**src/rtl/io_issue_controller.sv**
```systemverilog
// Memory-stage I/O sequencer: buffers output bytes toward UART TX and
// stalls input ops until a UART RX byte is available for write-back.
module io_issue_controller #(
   parameter int OUT_DEPTH = 4,
   parameter int DATA_W    = 8
) (
   input  logic              clk,
   input  logic              rst,
   input  logic              out_issued,
   input  logic [DATA_W-1:0] out_data,
   input  logic              in_issued,
   output logic [DATA_W-1:0] in_data,
   output logic              in_valid,
   output logic              stall,
   output logic              tx_valid,
   output logic [DATA_W-1:0] tx_data,
   input  logic              tx_ready,
   input  logic              rx_valid,
   input  logic [DATA_W-1:0] rx_data,
   output logic              rx_ready
);

   localparam int PTR_W = (OUT_DEPTH > 1) ? $clog2(OUT_DEPTH) : 1;
   localparam int CNT_W = PTR_W + 1;
   localparam logic [CNT_W-1:0] FULL = CNT_W'(OUT_DEPTH);

   typedef enum logic [1:0] {
      IN_IDLE,
      IN_WAIT,
      IN_DONE
   } in_state_t;

   logic [DATA_W-1:0] mem [OUT_DEPTH];
   logic [PTR_W-1:0]  rd_ptr;
   logic [PTR_W-1:0]  wr_ptr;
   logic [CNT_W-1:0]  count;
   logic              full;
   logic              push;
   logic              pop;
   logic              out_stall;
   logic              in_stall;
   logic [DATA_W-1:0] in_data_q;
   in_state_t         state;
   in_state_t         state_nxt;

   // Full check uses the registered count; a same-cycle pop does not
   // let the blocked store in, it retries next cycle.
   assign full      = (count == FULL);
   assign tx_valid  = (count != '0);
   assign tx_data   = mem[rd_ptr];
   assign pop       = tx_valid && tx_ready;
   assign push      = out_issued && !full;
   assign out_stall = out_issued && full;

   always_ff @(posedge clk) begin
      if (rst) begin
         count  <= '0;
         rd_ptr <= '0;
         wr_ptr <= '0;
      end else begin
         if (push) begin
            wr_ptr <= wr_ptr + PTR_W'(1);
         end
         if (pop) begin
            rd_ptr <= rd_ptr + PTR_W'(1);
         end
         case ({push, pop})
            2'b10:   count <= count + CNT_W'(1);
            2'b01:   count <= count - CNT_W'(1);
            default: count <= count;
         endcase
      end
   end

   always_ff @(posedge clk) begin
      if (!rst && push) begin
         mem[wr_ptr] <= out_data;
      end
   end

   always_ff @(posedge clk) begin
      if (rst) begin
         state     <= IN_IDLE;
         in_data_q <= '0;
      end else begin
         state <= state_nxt;
         if (state == IN_WAIT && rx_valid) begin
            in_data_q <= rx_data;
         end
      end
   end

   // in_issued seen in IN_DONE is the completing op itself, not a new one
   always_comb begin
      state_nxt = state;
      in_stall  = 1'b0;
      rx_ready  = 1'b0;
      in_valid  = 1'b0;
      case (state)
         IN_IDLE: begin
            if (in_issued) begin
               in_stall  = 1'b1;
               state_nxt = IN_WAIT;
            end
         end
         IN_WAIT: begin
            in_stall = 1'b1;
            rx_ready = 1'b1;
            if (rx_valid) begin
               state_nxt = IN_DONE;
            end
         end
         IN_DONE: begin
            in_valid  = 1'b1;
            state_nxt = IN_IDLE;
         end
         default: begin
            state_nxt = IN_IDLE;
         end
      endcase
   end

   assign in_data = in_data_q;
   assign stall   = out_stall | in_stall;

endmodule
```
**config.mk**
```make
export PLATFORM = sky130hd
export DESIGN_NAME = io_issue_controller
export DESIGN_NICKNAME = d
export VERILOG_FILES = /design/src/rtl/io_issue_controller.sv
export SDC_FILE = /design/constraint.sdc
export NUM_CORES = 1
export LEC_CHECK = 0
export ABC_CLOCK_PERIOD_IN_PS = 5600
export CAP_MARGIN = 10
export CORE_ASPECT_RATIO = 2
export CORE_UTILIZATION = 45
export DETAILED_ROUTE_END_ITERATION = 6
export PLACE_DENSITY = 0.72
export SYNTH_ARGS = -nofsm -noshare
export SYNTH_HDL_FRONTEND = slang
export SYNTH_SLANG_ARGS = --single-unit
```
**constraint.sdc**
```tcl
create_clock -name clk -period 5.6 [get_ports clk]
set_input_delay 1.4 -clock clk [delete_from_list [all_inputs] [get_ports clk]]
set_output_delay 1.4 -clock clk [all_outputs]
set_load 0.05 [all_outputs]
```
==> flow_summary.toml, run 1 <==
[logic_synthesis]
synthTopCellsByArea = "edfxtp_1 47%, dfxtp_1 19%, mux4_2 8.8%"
syn_inst = 132
ys_seq_elements = 51
synth.yosys.seq_area_share_pct = 65.3
syn-cell-area_um2 = 2050
synthTopCellsByCount = "32 x edfxtp_1, 19 x dfxtp_1, 18 x nor2_1"
ys_warn_count = 0
async_flop_share_pct = 0
synth.distinct_cells = 29
syn_nets = 160
synth.avg_cell_area_um2 = 15.6
synth_top_area_cell = "edfxtp_1"
synth_edf_count = 32
synth_top_area_share_pct = 46.8
ys.flop_type = "edfxtp_1"
yosysMostFrequentCell = "edfxtp_1"

[final_layout]
fillerInstances = 335
drive_gt1_share_pct = 14.2
n_antenna_cell = 0
area_growth_pct = 27.4
fin_nets = 203
seqCellArea_um2 = 1340
final_core_util_pct = 59.7
multi_input_area_um2 = 654

[global_routing]
grt_max_degree = 25
grtUsageTotal_pct = 17.3
grt_overflow = 0
grt_pass1_wl_mm = 6.11
grt_pass1_vias = 1283
antenna_found_initial = 0

[route]
num_vias = 1171
first_pass_iters = 4
drcViolationCount = 0
routed_wl_mm = 3.65
routed_via_density = 5.09
postRouteAntennaNets = 0
drtIter0Drc = 13
wire_per_inst_um = 15.9

[setup_path]
critical_path.top_delay_family = "buffers and inverters"
slowest_delay_ps = 820
r2r-start = "count[0]$_SDFFE_PP0P_"
crit_fanout = 2
crit_arrival_ps = 2890
r2r_slack_ps = 3470
worstSetupPathType = "in2out"
path_cells = "clkdlybuf4s50_1, nor2_1, o21ai_0, clkdlybuf4s50_1"
rr_worst_depth = 9
slowest_stage = "clkdlybuf4s50_1"
cp.required_ps = 4200
critPathBufInv = 2
cp-startpoint = "in_issued"
timing.critical_path.mode_cell = "clkdlybuf4s50_1"
critPathLaunchType = "input port"
cp-end-kind = "primary output"
crit-reg2reg-capture = "count[2]$_SDFFE_PP0P_"

[floorplan]
start_util_pct = 46.9
io_pins = 42
row_count = 34
core_um2 = 4380
die-height_um = 97.5
die_w_um = 49.8
die-area_um2 = 4850

[min_path]
hold_path_end = "in_data[3]$_SDFFE_PP0P_"
hold_path_class = "reg2reg"
min-delay-start = "in_data[3]$_SDFFE_PP0P_"
holdPathStages = 2

[sta]
slew_viol_final = 0
fmaxAchievable_mhz = 233
period_share_pct = 76.5
setup_tns_ps = 0
finalSetupViolations = 0
slew_headroom_pct = 40.4
hold_viol_final = 0
rsz0062_at_grt = "no"
hold-worst-slack_ps = 510
min_period_ps = 4290
fin_skew_ps = 5.49
worstMarginPinSlew_ps = 891

[power]
peakVddDrop_uv = 279
p_per_area_nw_per_um2 = 409
power_mw = 1.07
power.leakage_nw = 0.948

[cts]
clk_latency_ps = 300
cts_tree = "done"
post_cts_buffers = 0
h-tree-depth = 2
holdBufCountCts = 0
cts_resized = 0
cts_num_sinks = 51
clockBufferDepth = 2
cts_root_buf = "clkbuf_8"
cts_buffers = 5
clk_pin_slew_ps = 80

[run_status]
status = "completed"

[place]
gp_congestion = 0.709
portBuffers = 41
hpwl_mm = 2.72

[job]
cap_viol_max_count = 0
sequential cells by signal, summed over array words and instances (netlist names), named ones only:
name,flops
state,2
count,3
mem,32
rd_ptr,2
in_data,8
wr_ptr,2
stage by stage:
| step | worst slack (ps) | area [um^2] | std cells |
|---|---|---|---|
| finish | 1310 | 2620 | 230 |
| global route | 1250 | 2620 | 230 |
| floorplan | 1680 | 2050 | 132 |
| detailed placement | 1320 | 2510 | 222 |
| global placement | 1310 | 2510 | 222 |
| CTS | 1300 | 2620 | 230 |
cells in the final DEF (no fill, tap or decap):
master | netlist | routed
a21oi_1 | 2 | 2
nor3b_2 | 4 | 4
clkbuf_1 | 2 | 1
or3_1 | 1 | 1
bufinv_16 | 0 | 1
ha_1 | 5 | 5
fa_1 | 1 | 1
dfxtp_1 | 19 | 19
nor2_1 | 18 | 18
a21boi_4 | 1 | 1
mux2i_1 | 10 | 10
nand2b_1 | 2 | 2
mux4_2 | 8 | 8
xor2_1 | 3 | 3
xnor2_2 | 1 | 1
nor2b_1 | 2 | 2
o21ai_0 | 2 | 2
nor2_2 | 1 | 1
mux2_4 | 1 | 1
o31a_2 | 1 | 1
nand3_1 | 1 | 1
clkbuf_8 | 0 | 5
nor3_1 | 1 | 1
clkdlybuf4s50_1 | 0 | 41
nand3b_1 | 1 | 1
inv_4 | 1 | 1
clkinvlp_4 | 0 | 1
nand2_1 | 1 | 1
o311ai_1 | 1 | 1
edfxtp_1 | 32 | 32
inv_1 | 7 | 7
per-layer routing:
metal  global-route usage [%]  up-vias  wire length [um]
met5                        0        -                 0
met2                     33.3       40              2220
li1                         -      561                 -
met4                     7.25        0                72
met3                     4.07        6               147
met1                     16.4      564              1210
worst max-delay path by stage:
stage / to / cells past startpoint / slack, ps
6_report: stall / 4 / 1310
5_1_grt: stall / 4 / 1250
4_1_cts: stall / 4 / 1300
3_5_place_dp: stall / 4 / 1320
3_3_place_gp: stall / 4 / 1310
2_1_floorplan: stall / 2 / 1680
cell families after synthesis:
family / after synthesis / synth area share [%]
compound gates: 7 / 2.80
flops: 51 / 65.3
mux: 19 / 14.4
xor+xnor: 4 / 2.07
simple gates: 32 / 8.59
buf+inv: 13 / 2.80
fa+ha+maj: 6 / 4.02
tightest hold or removal path, stage by stage, from the launching register on:
cell	delay, ps
dfxtp_1	340
mux2i_1	70
nor2_1	70
power by group:
| group | leakage (nW) | switching (mW) | internal [mW] |
|---|---|---|---|
| Clock | 0.0514 | 0.115 | 0.133 |
| Sequential | 0.446 | 0.0440 | 0.434 |
| Combinational | 0.450 | 0.195 | 0.149 |
| Total | 0.948 | 0.353 | 0.716 |
area by class of cell:
| class | instances | area share (%) |
|---|---|---|
| clock inverters | 2 | 1.43 |
| flip-flops and latches | 51 | 51.3 |
| well taps | 54 | 2.58 |
| repair buffers | 41 | 15.7 |
| multi-input cells | 68 | 25.0 |
| clock buffers | 6 | 2.77 |
| inverters | 8 | 1.24 |
Power figures use the tool's default switching activity.
==> run 2: changes to the inputs <==
Settings changed: ABC_CLOCK_PERIOD_IN_PS 5600 to 4500.
Clock period 5.6 ns to 4.5 ns, I/O delays scaled along.
==> run 2 against run 1 <==
Against the previous run:
- design area decreased by 0.14%
- sequential power increased by 25%
- wire length decreased by 0.57%
- clock skew decreased by 1.9 ps
- critical path depth unchanged
- clock power increased by 22%
==> flow_summary.toml, run 2 (synthesized netlist as in run 1, its figures left out) <==
[power]
p_comb_share_pct = 32.4
power_frac_clock_pct = 22.7
power.leakage_nw = 0.949
p_int_uw = 892
peakVddDrop_uv = 351
p_switching_uw = 436
p_per_area_nw_per_um2 = 508
seq_power_share_pct = 44.9
switching_share_pct = 32.8

[final_layout]
layout_common_cells = "41 x clkdlybuf4s50_1, 32 x edfxtp_1, 19 x dfxtp_1"
drive_gt1_share_pct = 13.6
area_growth_pct = 27.2
n_antenna_cell = 0
fin_area_um2 = 2610
regMostFlops = "mem"
final_common_cell = "clkdlybuf4s50_1"
fin_nets = 203
largest_reg_flops = 32

[global_routing]
grt_overflow = 0
grt_pass1_vias = 1301
antenna_found_initial = 0
grtUsageTotal_pct = 17.1
grt_max_degree = 25
grt_pass1_wl_mm = 6.18

[route]
first_pass_iters = 4
routed_wl_mm = 3.63
routed_via_density = 5.14
postRouteAntennaNets = 0
drtIter0Drc = 16
num_vias = 1182
drcViolationCount = 0
wire_per_inst_um = 15.8

[sta]
setup_slack_ps = 771
hold_viol_final = 0
slew_headroom_pct = 40.5
setup_tns_ps = 0
slew_viol_final = 0
fmaxAchievable_mhz = 268
finalSetupViolations = 0
worstMarginPinSlew_ps = 889
min_period_ps = 3730
hold-worst-slack_ps = 508
period_share_pct = 82.9
fin_skew_ps = 3.64
rsz0062_at_grt = "no"

[setup_path]
cp.required_ps = 3380
cp-end-kind = "primary output"
critPathLaunchType = "input port"
crit_fanout = 2
crit_arrival_ps = 2600
r2r_slack_ps = 2370
worstSetupPathType = "in2out"

[cts]
cts_tree = "done"
holdBufCountCts = 0
clk_latency_ps = 290
h-tree-depth = 2
cts_resized = 0
clk_pin_slew_ps = 80
cts_num_sinks = 51
cts_root_buf = "clkbuf_8"
post_cts_buffers = 0
cts_buffers = 5
clockBufferDepth = 2

[place]
gp_congestion = 0.716
portBuffers = 41
dpl_cell_area_um2 = 2510
hpwl_mm = 2.73
post-place-ws_ps = 782

[job]
cap_viol_max_count = 0

[floorplan]
core_um2 = 4380
row_count = 34
io_pins = 42
die_w_um = 49.8
start_util_pct = 46.9
die-height_um = 97.5
die-area_um2 = 4850

[run_status]
status = "completed"

[min_path]
hold_path_class = "reg2reg"
==> run 2: worst paths after layout <==
path / start / endpoint / cells after the start
worst max register to register: count[0]$_SDFFE_PP0P_ / count[2]$_SDFFE_PP0P_ / 9
worst min-delay path: state[1]$_SDFFE_PP0P_ / state[0]$_SDFFE_PP0P_ / 1
worst min register to register: state[1]$_SDFFE_PP0P_ / state[0]$_SDFFE_PP0P_ / 1
worst max-delay path: in_issued / stall / 4
==> run 2: final cells by class <==
cell class | instances | area, um^2
Fill cell | 340 | 1770
Sequential cell | 51 | 1340
Multi-Input combinational cell | 68 | 654
Timing Repair Buffer | 41 | 410
Clock buffer | 7 | 76.3
Tap cell | 54 | 67.6
Inverter | 8 | 32.5
Clock inverter | 1 | 30.0
==> run 2: power by group through the flow <==
stage	clock network (mW)	registers (mW)	logic [mW]
final	0.302	0.596	0.430
after global routing	0.328	0.605	0.453
after floorplan	0	0.583	0.325
after CTS	0.311	0.598	0.435
after detailed placement	0	0.609	0.432
after global placement	0	0.603	0.421
==> run 2: worst max-delay path, stage by stage <==
cell	delay, ps
clkdlybuf4s50_1	470
nor2_1	40
o21ai_0	150
clkdlybuf4s50_1	820
==> run 2: through the flow <==
stage / std cells / utilization, % / power (mW)
after global placement: 222 / 57.2 / 1.02
after global routing: 230 / 59.6 / 1.39
after detailed placement: 222 / 57.2 / 1.04
after floorplan: 132 / - / 0.909
final: 230 / 59.6 / 1.33
after CTS: 230 / 59.6 / 1.34
==> run 2: metal layers <==
layer	vias to the layer above	global-route usage (%)	part of all wire [%]
met1	571	16.8	35
li1	559	-	-
met3	8	3.76	4.7
met4	0	7.03	1.8
met5	-	0	0
met2	44	32.4	59
